$ cat src/rtl/scan_capture_spi.sv
// Purpose: captures an SC_CELL_V3 scan chain in parallel, shifts it out through SO and packs the bits into SRAM bytes.
// Latency: 4P + N + 4P(N-1) + ceil(N/8) CLK cycles from start to DONE (N = BIT_LEN+1, P = FREQ_DIV+1).
// Backpressure: none; the SRAM takes one write per WRITE cycle and BGN is only sampled in IDLE and DONE.
module scan_capture_spi #(
    parameter int MEM_ADDR_WIDTH = 9,
    parameter int MEM_DATA_WIDTH = 8,
    parameter int LEN_WIDTH      = 8,
    parameter int DIV_WIDTH      = 8
) (
    input  logic                      CLK,
    input  logic                      rst_n,
    input  logic                      BGN,
    input  logic [MEM_ADDR_WIDTH-1:0] ADDR_BGN,
    input  logic [LEN_WIDTH-1:0]      BIT_LEN,
    input  logic [DIV_WIDTH-1:0]      FREQ_DIV,
    input  logic                      SPI_SI,
    output logic                      SCLK1,
    output logic                      SCLK2,
    output logic                      SEL,
    output logic                      CEN,
    output logic                      WEN,
    output logic [MEM_ADDR_WIDTH-1:0] A,
    output logic [MEM_DATA_WIDTH-1:0] D,
    output logic                      busy,
    output logic                      spi_is_done
);

    // Width of the within-byte bit index (data width is a power of two, at least 2).
    localparam int BW = $clog2(MEM_DATA_WIDTH);

    typedef enum logic [2:0] {
        S_IDLE,
        S_CAPT,
        S_SAMPLE,
        S_SHIFT,
        S_WRITE,
        S_DONE
    } state_t;

    state_t                    state;
    logic [1:0]                phase;        // 0: SCLK1 high, 1: gap, 2: SCLK2 high, 3: gap
    logic [DIV_WIDTH-1:0]      ph_cnt;       // cycles left in the current phase
    logic [DIV_WIDTH-1:0]      div_q;
    logic [LEN_WIDTH-1:0]      len_q;
    logic [LEN_WIDTH-1:0]      bit_cnt;      // index of the bit sampled next
    logic [BW-1:0]             bit_in_byte;  // bits already packed into byte_reg
    logic [MEM_ADDR_WIDTH-1:0] addr_q;
    logic [MEM_DATA_WIDTH-1:0] byte_reg;
    logic                      last_q;       // the byte being written holds the final bit

    logic [MEM_DATA_WIDTH-1:0] new_byte;
    logic [MEM_DATA_WIDTH-1:0] aligned;
    logic [BW-1:0]             shamt;
    logic                      byte_full;
    logic                      last_bit;

    // Next packed byte and its right-aligned form; the first bit shifted in lands in bit 0
    // once the byte is full, so a partial byte is shifted down by the number of empty slots.
    always_comb begin
        new_byte  = {SPI_SI, byte_reg[MEM_DATA_WIDTH-1:1]};
        shamt     = BW'(MEM_DATA_WIDTH - 1) - bit_in_byte;
        aligned   = new_byte >> shamt;
        byte_full = (bit_in_byte == BW'(MEM_DATA_WIDTH - 1));
        last_bit  = (bit_cnt == len_q);
    end

    // Scan sequencer: phase timing, bit packing and SRAM write strobes, all outputs registered.
    always_ff @(posedge CLK or negedge rst_n) begin
        if (!rst_n) begin
            state       <= S_IDLE;
            phase       <= 2'd0;
            ph_cnt      <= '0;
            div_q       <= '0;
            len_q       <= '0;
            bit_cnt     <= '0;
            bit_in_byte <= '0;
            addr_q      <= '0;
            byte_reg    <= '0;
            last_q      <= 1'b0;
            SCLK1       <= 1'b0;
            SCLK2       <= 1'b0;
            SEL         <= 1'b0;
            CEN         <= 1'b1;
            WEN         <= 1'b1;
            A           <= '0;
            D           <= '0;
            busy        <= 1'b0;
            spi_is_done <= 1'b0;
        end else begin
            case (state)
                S_IDLE: begin
                    if (BGN) begin
                        // Configuration is frozen here for the whole transfer.
                        div_q       <= FREQ_DIV;
                        len_q       <= BIT_LEN;
                        addr_q      <= ADDR_BGN;
                        ph_cnt      <= FREQ_DIV;
                        phase       <= 2'd0;
                        bit_cnt     <= '0;
                        bit_in_byte <= '0;
                        byte_reg    <= '0;
                        last_q      <= 1'b0;
                        SCLK1       <= 1'b1;
                        SEL         <= 1'b1;
                        busy        <= 1'b1;
                        state       <= S_CAPT;
                    end
                end

                // Capture and shift share the same four-phase clock sequence;
                // only SEL differs, and SEL is already low on entry to SHIFT.
                S_CAPT, S_SHIFT: begin
                    if (ph_cnt != '0) begin
                        ph_cnt <= ph_cnt - DIV_WIDTH'(1);
                    end else begin
                        ph_cnt <= div_q;
                        phase  <= phase + 2'd1;
                        case (phase)
                            2'd0: SCLK1 <= 1'b0;
                            2'd1: SCLK2 <= 1'b1;
                            2'd2: SCLK2 <= 1'b0;
                            2'd3: begin
                                SEL   <= 1'b0;
                                state <= S_SAMPLE;
                            end
                        endcase
                    end
                end

                S_SAMPLE: begin
                    byte_reg    <= new_byte;
                    bit_cnt     <= bit_cnt + LEN_WIDTH'(1);
                    bit_in_byte <= bit_in_byte + BW'(1);
                    last_q      <= last_bit;
                    if (byte_full || last_bit) begin
                        CEN   <= 1'b0;
                        WEN   <= 1'b0;
                        A     <= addr_q;
                        D     <= aligned;
                        state <= S_WRITE;
                    end else begin
                        SCLK1  <= 1'b1;
                        ph_cnt <= div_q;
                        phase  <= 2'd0;
                        state  <= S_SHIFT;
                    end
                end

                S_WRITE: begin
                    // Address wraps naturally at the top of the SRAM.
                    CEN         <= 1'b1;
                    WEN         <= 1'b1;
                    addr_q      <= addr_q + MEM_ADDR_WIDTH'(1);
                    byte_reg    <= '0;
                    bit_in_byte <= '0;
                    if (last_q) begin
                        busy        <= 1'b0;
                        spi_is_done <= 1'b1;
                        state       <= S_DONE;
                    end else begin
                        SCLK1  <= 1'b1;
                        ph_cnt <= div_q;
                        phase  <= 2'd0;
                        state  <= S_SHIFT;
                    end
                end

                S_DONE: begin
                    // A level-held BGN must be released before another run can start.
                    if (!BGN) begin
                        spi_is_done <= 1'b0;
                        state       <= S_IDLE;
                    end
                end

                default: begin
                    state <= S_IDLE;
                end
            endcase
        end
    end

endmodule

$ cat config.mk
export PLATFORM = sky130hd
export DESIGN_NAME = scan_capture_spi
export DESIGN_NICKNAME = d
export VERILOG_FILES = /design/src/rtl/scan_capture_spi.sv
export SDC_FILE = /design/constraint.sdc
export NUM_CORES = 1
export LEC_CHECK = 0
export ABC_AREA = 1
export BUFFER_PORTS_ARGS = -buffer_cell sky130_fd_sc_hd__buf_4
export CAP_MARGIN = 10
export CELL_PAD_IN_SITES_DETAIL_PLACEMENT = 1
export CELL_PAD_IN_SITES_GLOBAL_PLACEMENT = 1
export CORE_MARGIN = 5
export CORE_UTILIZATION = 43
export CTS_CLUSTER_DIAMETER = 30
export DETAILED_ROUTE_END_ITERATION = 12
export GPL_TIMING_DRIVEN = 0
export PLACE_DENSITY = 0.76
export SKIP_LAST_GASP = 1
export SLEW_MARGIN = 20
export SYNTH_ARGS = -nofsm -noshare
export SYNTH_HDL_FRONTEND = slang
export SYNTH_SLANG_ARGS = --single-unit
export TNS_END_PERCENT = 10
$ cat constraint.sdc
create_clock -name CLK -period 1.77 [get_ports CLK]
set_input_delay 0.0885 -clock CLK [delete_from_list [all_inputs] [get_ports CLK]]
set_output_delay 0.0885 -clock CLK [all_outputs]
set_load 0.01 [all_outputs]
==> Yosys cells after proc, flatten, opt, wreduce, memory -nomap -nowiden <==
Cells that the tools add are included.
{ "totals": {"word_cells": 115, "register_bits": 81, "in_bits": 29} }
{ "classes": {"reduce_logical": 27, "bitwise_logic": 1, "shift": 1, "add_sub_neg": 6, "n_mux": 43, "eq_ne": 19} }
{ "op_table": {"columns": ["op", "count"], "rows": [
  ["two-way mux 8 bit", 5],
  ["one-hot mux 8 bit (4 select lines)", 1],
  ["one-hot mux 8 bit (3 select lines)", 1],
  ["two-way mux 3 bit", 7],
  ["one-hot mux 9 bit (2 select lines)", 1],
  ["inequality test 2 bit (second input constant)", 8],
  ["one-hot mux 8 bit (2 select lines)", 1],
  ["one-hot mux 3 bit (5 select lines)", 1],
  ["two-way mux 1 bit", 12],
  ["one-hot mux 1 bit (2 select lines)", 6],
  ["AND reduction 2 bit", 6],
  ["AND reduction 4 bit", 3],
  ["nonzero test 2 bit", 6],
  ["adder 9 x 1 -> 9 bit (second input constant)", 1],
  ["equality test 3 bit (second input constant)", 3],
  ["two-way mux 9 bit", 1],
  ["one-hot mux 3 bit (3 select lines)", 1],
  ["AND reduction 3 bit", 3],
  ["adder 8 x 1 -> 8 bit (second input constant)", 1],
  ["equality test 8 bit", 1],
  ["two-way mux 2 bit", 4],
  ["one-hot mux 2 bit (4 select lines)", 1],
  ["nonzero test 8 bit", 1],
  [">> shifter 8 x 3 -> 8 bit", 1],
  ["19 further kinds", 21]
]} }

==> Logic depth before layout (Yosys ltp) <==
Gate-level depths: netlist of the first run.
{ "depth": {"ltp_word": 4, "mapped_depth": 12} }

==> Worst setup path after synthesis of the first run <==
Ideal clock, no wire load.
{ "synth_timing": {"path_type": "reg-to-reg", "startpoint": "register bit_in_byte[0]", "endpoint": "register ph_cnt[2]", "synth_period_minus_slack_ns": 1.528, "setup_slack_ns": 0.242, "required_ns": 1.643, "stages_incl_launch_ff": 10, "arrival_time_ns": 1.401, "cell_sequence": "dfrtp_1 ha_1 ha_1 inv_1 nand2_1 nand2_2 nand3_4 buf_6 nand2_1 o21ai_0"} }
{ "synth_via": {"elab_chain_cells": 4} }
{ "synth_rtl": {"columns": ["element", "line_no", "source"], "rows": [
  ["from (decl)", "46", "logic [BW-1:0] bit_in_byte;"],
  ["from (signal assigned)", "133", "bit_in_byte <= bit_in_byte + BW'(1);"],
  ["equality test 3 bit", "63", "byte_full = (bit_in_byte == BW'(MEM_DATA_WIDTH - 1));"],
  ["logical OR 1 bit", "135", "if (byte_full || last_bit) begin"],
  ["inequality test 2 bit (no line)", null, null],
  ["AND reduction 4 bit (no line)", null, null],
  ["to (signal assigned)", "114", "ph_cnt <= ph_cnt - DIV_WIDTH'(1);"],
  ["to (signal assigned)", "143", "ph_cnt <= div_q;"],
  ["to (signal assigned)", "162", "ph_cnt <= div_q;"],
  ["to (decl)", "42", "logic [DIV_WIDTH-1:0] ph_cnt;"]
]} }
No other way between the ends.
A chain may end at the register's enable or synchronous reset.

==> Worst setup path after layout of the first run <==
{ "layout_timing": {"startpoint": "register state[0]", "endpoint": "register ph_cnt[4]"} }
{ "layout_via": {"elab_chain_cells": 4} }
{ "layout_rtl": {"columns": ["element", "line_no", "source"], "rows": [
  ["from (decl)", "40", "state_t state;"],
  ["from (signal assigned)", "70", "state <= S_IDLE;"],
  ["from (signal assigned)", "106", "state <= S_CAPT;"],
  ["from (signal assigned)", "124", "state <= S_SAMPLE;"],
  ["equality test 3 x 1 -> 1 bit / equality test 3 x 2 -> 1 bit (equally long branches)", "90", "case (state)"],
  ["OR reduction 2 bit", "90", null],
  ["nonzero test 4 bit (no line)", null, null],
  ["AND reduction 4 bit (no line)", null, null],
  ["to (signal assigned)", "114", null],
  ["to (signal assigned)", "116", "ph_cnt <= div_q;"],
  ["to (signal assigned)", "143", null]
]} }
Parallel ways exist; a longest one is shown, timed or not.

==> metrics.md, run 1 <==
| Metric | Value |
|---|---|
| Status | complete, no violations |
| Synth Instances | 516 |
| Largest net degree at the start of global routing | 81 |
| Worst Max-Slew Pin Slew | 0.746 ns |
| All-layer global routing usage | 0.216 |
| Crit start category | flip-flop |
| Crit path arrival time | 1.97 ns |
| Core area | 9590 sq um |
| Peak VDD IR | 728 uV |
| Setup crit end kind | flip-flop |
| Hold Path Class | in2reg |
| First-pass GRT wire length | 19900 um |
| Regs by FF count | A x9, addr_q x9 |
| Max Fclk | 0.595 GHz |
| Wirelength per Cell | 15.7 um |
| Post-synth cell types | 39 |
| Syn nets | 554 |
| Worst flop-to-flop path startpoint | state[0]$_DFFE_PN0P_ |
| Hold Path Sink | state[2]$_DFFE_PN0P_ |
| Final Instance Area | 5210 sq um |
| Max-slew headroom | 0.503 |
| Total gr overflow | 0 |
| Number of port buffers | 52 |
| Final cell count without fillers | 742 |
| Number of synthesized flops with an enable pin | 0 |
| Cell row count | 36 |
| Setup TNS | 0 ns |
| Post-synth ARST share | 1.00 |
| Min Tclk post-route | 1.68 ns |
| Die ar. | 11800 sq um |
| RSZ-0062 raised after global routing | true |
| DRC viols | 0 |
| DP Cell Count | 701 |
| Commonest non-fill, non-tap cells in the layout | 128 x nand2_1, 78 x dfrtp_1, 59 x o21ai_0 |
| Routed WL | 11600 um |
| Synthesis-to-layout area growth | 25.1% |
| Switching share of total power | 0.367 |
| Initial antenna violation count | 0 |
| Share of cells above drive strength 1 | 0.202 |
| Net switching power | 2.37 mW |
| Hold path startpoint | BGN |
| Crit Path Class | reg2reg |
| Clock sink count | 80 |
| CTS root buf | clkbuf_8 |
| Initial core utilization | 0.434 |
| RR Endpoint | ph_cnt[4]$_DFFE_PN0P_ |
| H-tree Lvls | 3 |
| Mapped Avg Cell Area | 8.07 sq um |
| Hold Vio Cnt, Final | 0 |
| Crit path max fanout | 10 |
| RePlAce Congestion | 0.843 |
| CTS Buf Count | 9 |
| Initial DRC Count | 126 |
| Vias | 3810 |
| Antenna Cells | 0 |
| Pint | 4.09 mW |
| Chip Height | 108 um |
| PD cells | 1240 nW/um^2 |
| Worst clock skew | 0.00929 ns |
| CTS tree | built |
| Most used DFF post-synth | dfrtp_1 |
| # setup viols final | 0 |
| Hold slack | 0.0154 ns |
| DR vias/cell | 5.13 |
| Post-synthesis sequential area ratio | 0.481 |
| Vias in the first global route | 4041 |
| Final net count | 642 |
| Clock tree buffer depth | 2 |
| Synth Warn # | 0 |
| #FFs+latches synth | 80 |
| DR pass1 iterations | 4 |
| Dpl cell area | 4720 sq um |
| Clock Power Share | 0.237 |
| Clk slew on worst S/H paths | 0.09 ns |
| Maxcap violations | 0 |
| Max Slew Vio Count | 0 |
| Commonest non-fill, non-tap cell in the layout | nand2_1 |
| Post-Syn Area | 4170 sq um |
| Die width | 108 um |
| Antenna viol nets, final | 0 |
| Comb pwr share | 0.329 |
| Tcrit/Tclk final | 0.950 |
| Post-DP HPWL | 8140 um |
| Hold depth | 3 |
| R2r setup slk | 0.09 ns |
| IO Pins | 53 |
| Flop pwr share | 0.434 |
| Reg2reg path depth | 10 |
| Worst-Skew Late Latency | 0.37 ns |
| Leak pwr | 2.51 nW |
| Worst Path Required | 2.06 ns |
[through the flow]
step                      total power [mW]   util  worst slack, ns
final                                 6.47  0.543           0.0888
after global placement                4.74  0.492          0.00641
after CTS                             6.47  0.536          -0.0218
after detailed placement              4.88  0.492          -0.0600
after global routing                  6.98  0.543          -0.0515
after floorplan                       4.24      -            0.242
[final cells by class]
cell class	count	area, sq um
Clock inverter	6	82.6
Buffer	17	108
Clock buffer	10	138
Timing Repair Buffer	77	629
Inverter	66	248
Sequential cell	80	2000
Multi-Input combinational cell	353	1830
Tap cell	133	166
Fill cell	1188	4380
[worst max-delay path, cell delays in order (launching register included)]
cell and delay, ns:
dfrtp_1 0.45, nor2_4 0.21, nand2_4 0.13, nor2_2 0.14, inv_2 0.07, o21ai_2 0.06, inv_2 0.08, nand3_4 0.14
buf_8 0.15, nand2_1 0.07, o21ai_1 0.08
[repair_timing]
item / CTS / global route
hold buffers: 19 / 0
endpoints found under the setup margin: 26 / 52
pin swaps: 0 / 5
hold endpoints to repair: 97 / 0
setup buffers: 0 / 6
gates resized for setup: 3 / 9
[Yosys cell counts (2+ instances only)]
library cell	count	share of area
a21oi_1	20	0.024
a221oi_1	3	0.0063
a22oi_1	2	0.0036
a31oi_1	4	0.0060
and2_1	2	0.0030
buf_2	9	0.011
buf_4	2	0.0036
buf_6	2	0.0054
clkbuf_1	4	0.0036
dfrtp_1	79	0.47
ha_1	9	0.027
inv_1	56	0.050
inv_2	10	0.0090
nand2_1	130	0.12
nand2_2	3	0.0045
nand3_1	24	0.029
nand4_1	5	0.0075
nor2_1	34	0.031
nor2_2	3	0.0045
nor2_4	4	0.011
nor3_1	3	0.0036
o211ai_1	7	0.013
o21ai_0	59	0.071
o21ai_1	9	0.011
o22ai_1	9	0.014
o31ai_1	4	0.0072
xnor2_1	5	0.011
xor2_1	4	0.0084
[worst max-delay path by stage]
stage / startpoint / endpoint / slack, ns / cells past startpoint
3_3_place_gp: state[0]$_DFFE_PN0P_ / div_q[7]$_DFFE_PN0P_ / 0.006 / 5
3_5_place_dp: state[0]$_DFFE_PN0P_ / div_q[7]$_DFFE_PN0P_ / -0.06 / 5
2_1_floorplan: bit_in_byte[0]$_DFFE_PN0P_ / ph_cnt[2]$_DFFE_PN0P_ / 0.24 / 9
5_1_grt: ph_cnt[1]$_DFFE_PN0P_ / state[1]$_DFFE_PN0P_ / -0.05 / 11
4_1_cts: bit_in_byte[0]$_DFFE_PN0P_ / ph_cnt[2]$_DFFE_PN0P_ / -0.02 / 9
6_report: state[0]$_DFFE_PN0P_ / ph_cnt[4]$_DFFE_PN0P_ / 0.09 / 10
[cells by family after synthesis]
kind of cell	count (synthesis)	share of synthesized area
adders and majority gates	9	0.0270
buffers and inverters	83	0.0829
and+or+nand+nor	212	0.223
xor gates and xnor gates	9	0.0189
AOI/OAI and AO/OA	123	0.167
DFF	80	0.481
[per-layer routing]
layer | part of all wire | wire length (um) | track usage
met5 | 0 | 0 | 0
met4 | 0.024 | 279 | 0.0902
met3 | 0.025 | 292 | 0.0269
met2 | 0.49 | 5750 | 0.364
met1 | 0.46 | 5300 | 0.279
[power groups by stage]
stage,combinational (mW),sequential (mW),clock (mW)
6_report,2.13,2.81,1.53
2_1_floorplan,1.49,2.75,0
4_1_cts,2.08,2.82,1.57
3_3_place_gp,1.92,2.81,0
5_1_grt,2.44,2.88,1.65
3_5_place_dp,2.02,2.85,0
No activity file was read; power rests on OpenSTA's default activity.
==> inputs of run 2 (changes only) <==
- BUFFER_PORTS_ARGS: -buffer_cell sky130_fd_sc_hd__buf_4 -> -buffer_cell sky130_fd_sc_hd__buf_2
- PLACE_DENSITY: 0.76 -> 0.85
==> metrics.md, run 2 (synthesized netlist as in run 1, its figures left out) <==
| Metric | Value |
|---|---|
| Max Slew Vio Count | 0 (unchanged) |
| Worst Max-Slew Pin Slew | 0.386 ns (-0.360 ns) |
| Final net count | 640 (-0.31%) |
| Hold depth | 3 (unchanged) |
| DRC viols | 0 (unchanged) |
| Commonest non-fill, non-tap cell in the layout | nand2_1 |
| Initial core utilization | 0.434 (unchanged) |
| Die ar. | 11800 sq um (unchanged) |
| DP Cell Count | 702 (+0.14%) |
| Min setup slack post-route | 0.0426 ns (-0.0462 ns) |
| Max incr delay on CP | 0.44 ns (about the same) |
| RePlAce Congestion | 0.828 (-1.7%) |
| Wirelength per Cell | 15.6 um (-0.66%) |
| Max stage delay cell, worst path | dfrtp_1 |
| Initial antenna violation count | 0 (unchanged) |
| Die width | 108 um (unchanged) |
| Vias | 3809 (-0.026%) |
| Reg2reg path depth | 7 (-3) |
| Clk slew on worst S/H paths | 0.08 ns (about the same) |
| Worst clock skew | 0.00929 ns (-0.000000950 ns) |
| Share of cells above drive strength 1 | 0.191 (-0.0106) |
| Hold path startpoint | SPI_SI |
| Regs by FF count | A x9, addr_q x9 |
| CTS tree | built |
| Total gr overflow | 0 (unchanged) |
| CTS root buf | clkbuf_8 |
| Critical-path cell list | nor2_4 -> nand2_2 -> nor2_4 -> inv_1 -> buf_2 -> nand3_1 -> o21ai_0 |
| Cell row count | 36 (unchanged) |
| Number of port buffers | 52 (unchanged) |
| Final cell count without fillers | 739 (-0.40%) |
| Pre-CTS setup slack | -0.0112 ns (+0.0488 ns) |
| RSZ-0062 raised after global routing | true |
| Dpl cell area | 4620 sq um (-2.1%) |
| IO Pins | 53 (unchanged) |
| All-layer global routing usage | 0.213 (-0.00257) |
| Peak VDD IR | 489 uV (-33%) |
| Routed WL | 11500 um (-1.1%) |
| H-tree Lvls | 3 (unchanged) |
| DR vias/cell | 5.15 (+0.38%) |
| Core area | 9590 sq um (unchanged) |
| First-pass GRT wire length | 19700 um (-1.1%) |
| Hold slack | 0.0161 ns (+0.000704 ns) |
| CTS Buf Count | 9 (unchanged) |
| Clock sink count | 80 (unchanged) |
| Clock tree buffer depth | 2 (unchanged) |
| Crit path arrival time | 1.97 ns (about the same) |
| Max-slew headroom | 0.740 (+0.237) |
| Leak pwr | 2.45 nW (-2.4%) |
| Post-DP HPWL | 8060 um (-0.99%) |
| Largest net degree at the start of global routing | 56 (-31%) |
| Antenna Cells | 0 (unchanged) |
| Hold Path Class | in2reg |
| Worst flop-to-flop path startpoint | state[1]$_DFFE_PN0P_ |
| Hold Vio Cnt, Final | 0 (unchanged) |
| Tcrit/Tclk final | 0.976 (+0.0261) |
| PD cells | 1240 nW/um^2 (-0.49%) |
| Initial DRC Count | 133 (+5.6%) |
| Commonest non-fill, non-tap cells in the layout | 128 x nand2_1, 78 x dfrtp_1, 60 x buf_2 |
| Filler instances | 1227 (+3.3%) |
| Vias in the first global route | 4067 (+0.64%) |
| Setup crit end kind | flip-flop |
| Worst Path Required | 2.02 ns (-0.04 ns) |
| Crit. Startpoint | state[1]$_DFFE_PN0P_ |
| DR pass1 iterations | 4 (unchanged) |
| # setup viols final | 0 (unchanged) |
| Min Tclk post-route | 1.73 ns (+0.0462 ns) |
| Maxcap violations | 0 (unchanged) |
| Crit Path Class | reg2reg |
| Cell mode on critical path | nor2_4 |
| Synthesis-to-layout area growth | 21.0% |
| Crit path max fanout | 10 (unchanged) |
| Antenna viol nets, final | 0 (unchanged) |
| Max Fclk | 0.579 GHz (-2.7%) |
| Status | complete, no violations |
| Crit start category | flip-flop |
| Worst-Skew Late Latency | 0.36 ns (about the same) |
| Chip Height | 108 um (unchanged) |
| Final Instance Area | 5040 sq um (-3.3%) |
-- run 2: timing repair --
item | 4_1_cts | 5_1_grt
endpoints found under the setup margin | 10 | 51
setup buffers | 0 | 3
hold endpoints to repair | 43 | 0
hold buffers | 19 | 0
pin swaps | 0 | 2
resized for setup | 2 | 8
-- run 2: final cells by class --
| type | count | area (sq um) | area share |
|---|---|---|---|
| clock inverters | 2 | 13.8 | 0.00273 |
| well taps | 133 | 166 | 0.0330 |
| multi-input cells | 353 | 1830 | 0.363 |
| flip-flops and latches | 80 | 2000 | 0.398 |
| repair buffers | 75 | 503 | 0.0998 |
| clock buffers | 13 | 169 | 0.0335 |
| plain buffers | 17 | 108 | 0.0214 |
| inverters | 66 | 248 | 0.0492 |
-- run 2: critical path, delay by kind of cell (launching register included) --
| kind | cells | cell delay [ns] |
|---|---|---|
| flops | 1 | 0.44 |
| simple gates | 4 | 0.68 |
| buf+inv | 2 | 0.42 |
| compound gates | 1 | 0.08 |
-- run 2: routing by layer --
layer / global-route usage / share of wire / vias to the layer above
li1: - / - / 1859
met1: 0.277 / 0.46 / 1885
met4: 0.0748 / 0.014 / 0
met2: 0.359 / 0.50 / 53
met5: 0 / 0 / -
met3: 0.0352 / 0.029 / 12
-- run 2: power by group --
| part | switching, mW | leakage (nW) | internal, mW |
|---|---|---|---|
| registers | 0.422 | 0.971 | 2.40 |
| clock network | 0.687 | 0.0955 | 0.619 |
| logic | 1.28 | 1.38 | 0.824 |
-- run 2: path summary, 6_finish.rpt --
kind | to | slack, ns
hold reg to reg | WEN$_DFFE_PN1P_ | 0.48
min in group asynchronous | A[5]$_DFFE_PN0P_ | 0.18
hold / removal | byte_reg[7]$_DFFE_PN0P_ | 0.02
setup / recovery | byte_reg[1]$_DFFE_PN0P_ | 0.04
setup reg to reg | byte_reg[1]$_DFFE_PN0P_ | 0.04
max in group asynchronous | bit_cnt[0]$_DFFE_PN0P_ | 0.98
-- run 2: through the flow --
stage / TNS [ns] / util / power (mW)
2_1_floorplan: 0 / - / 4.24
3_3_place_gp: -2.04 / 0.479 / 4.67
5_1_grt: -0.667 / 0.525 / 6.75
6_report: 0 / 0.525 / 6.22
3_5_place_dp: -0.0326 / 0.482 / 4.85
4_1_cts: -0.0372 / 0.521 / 6.20
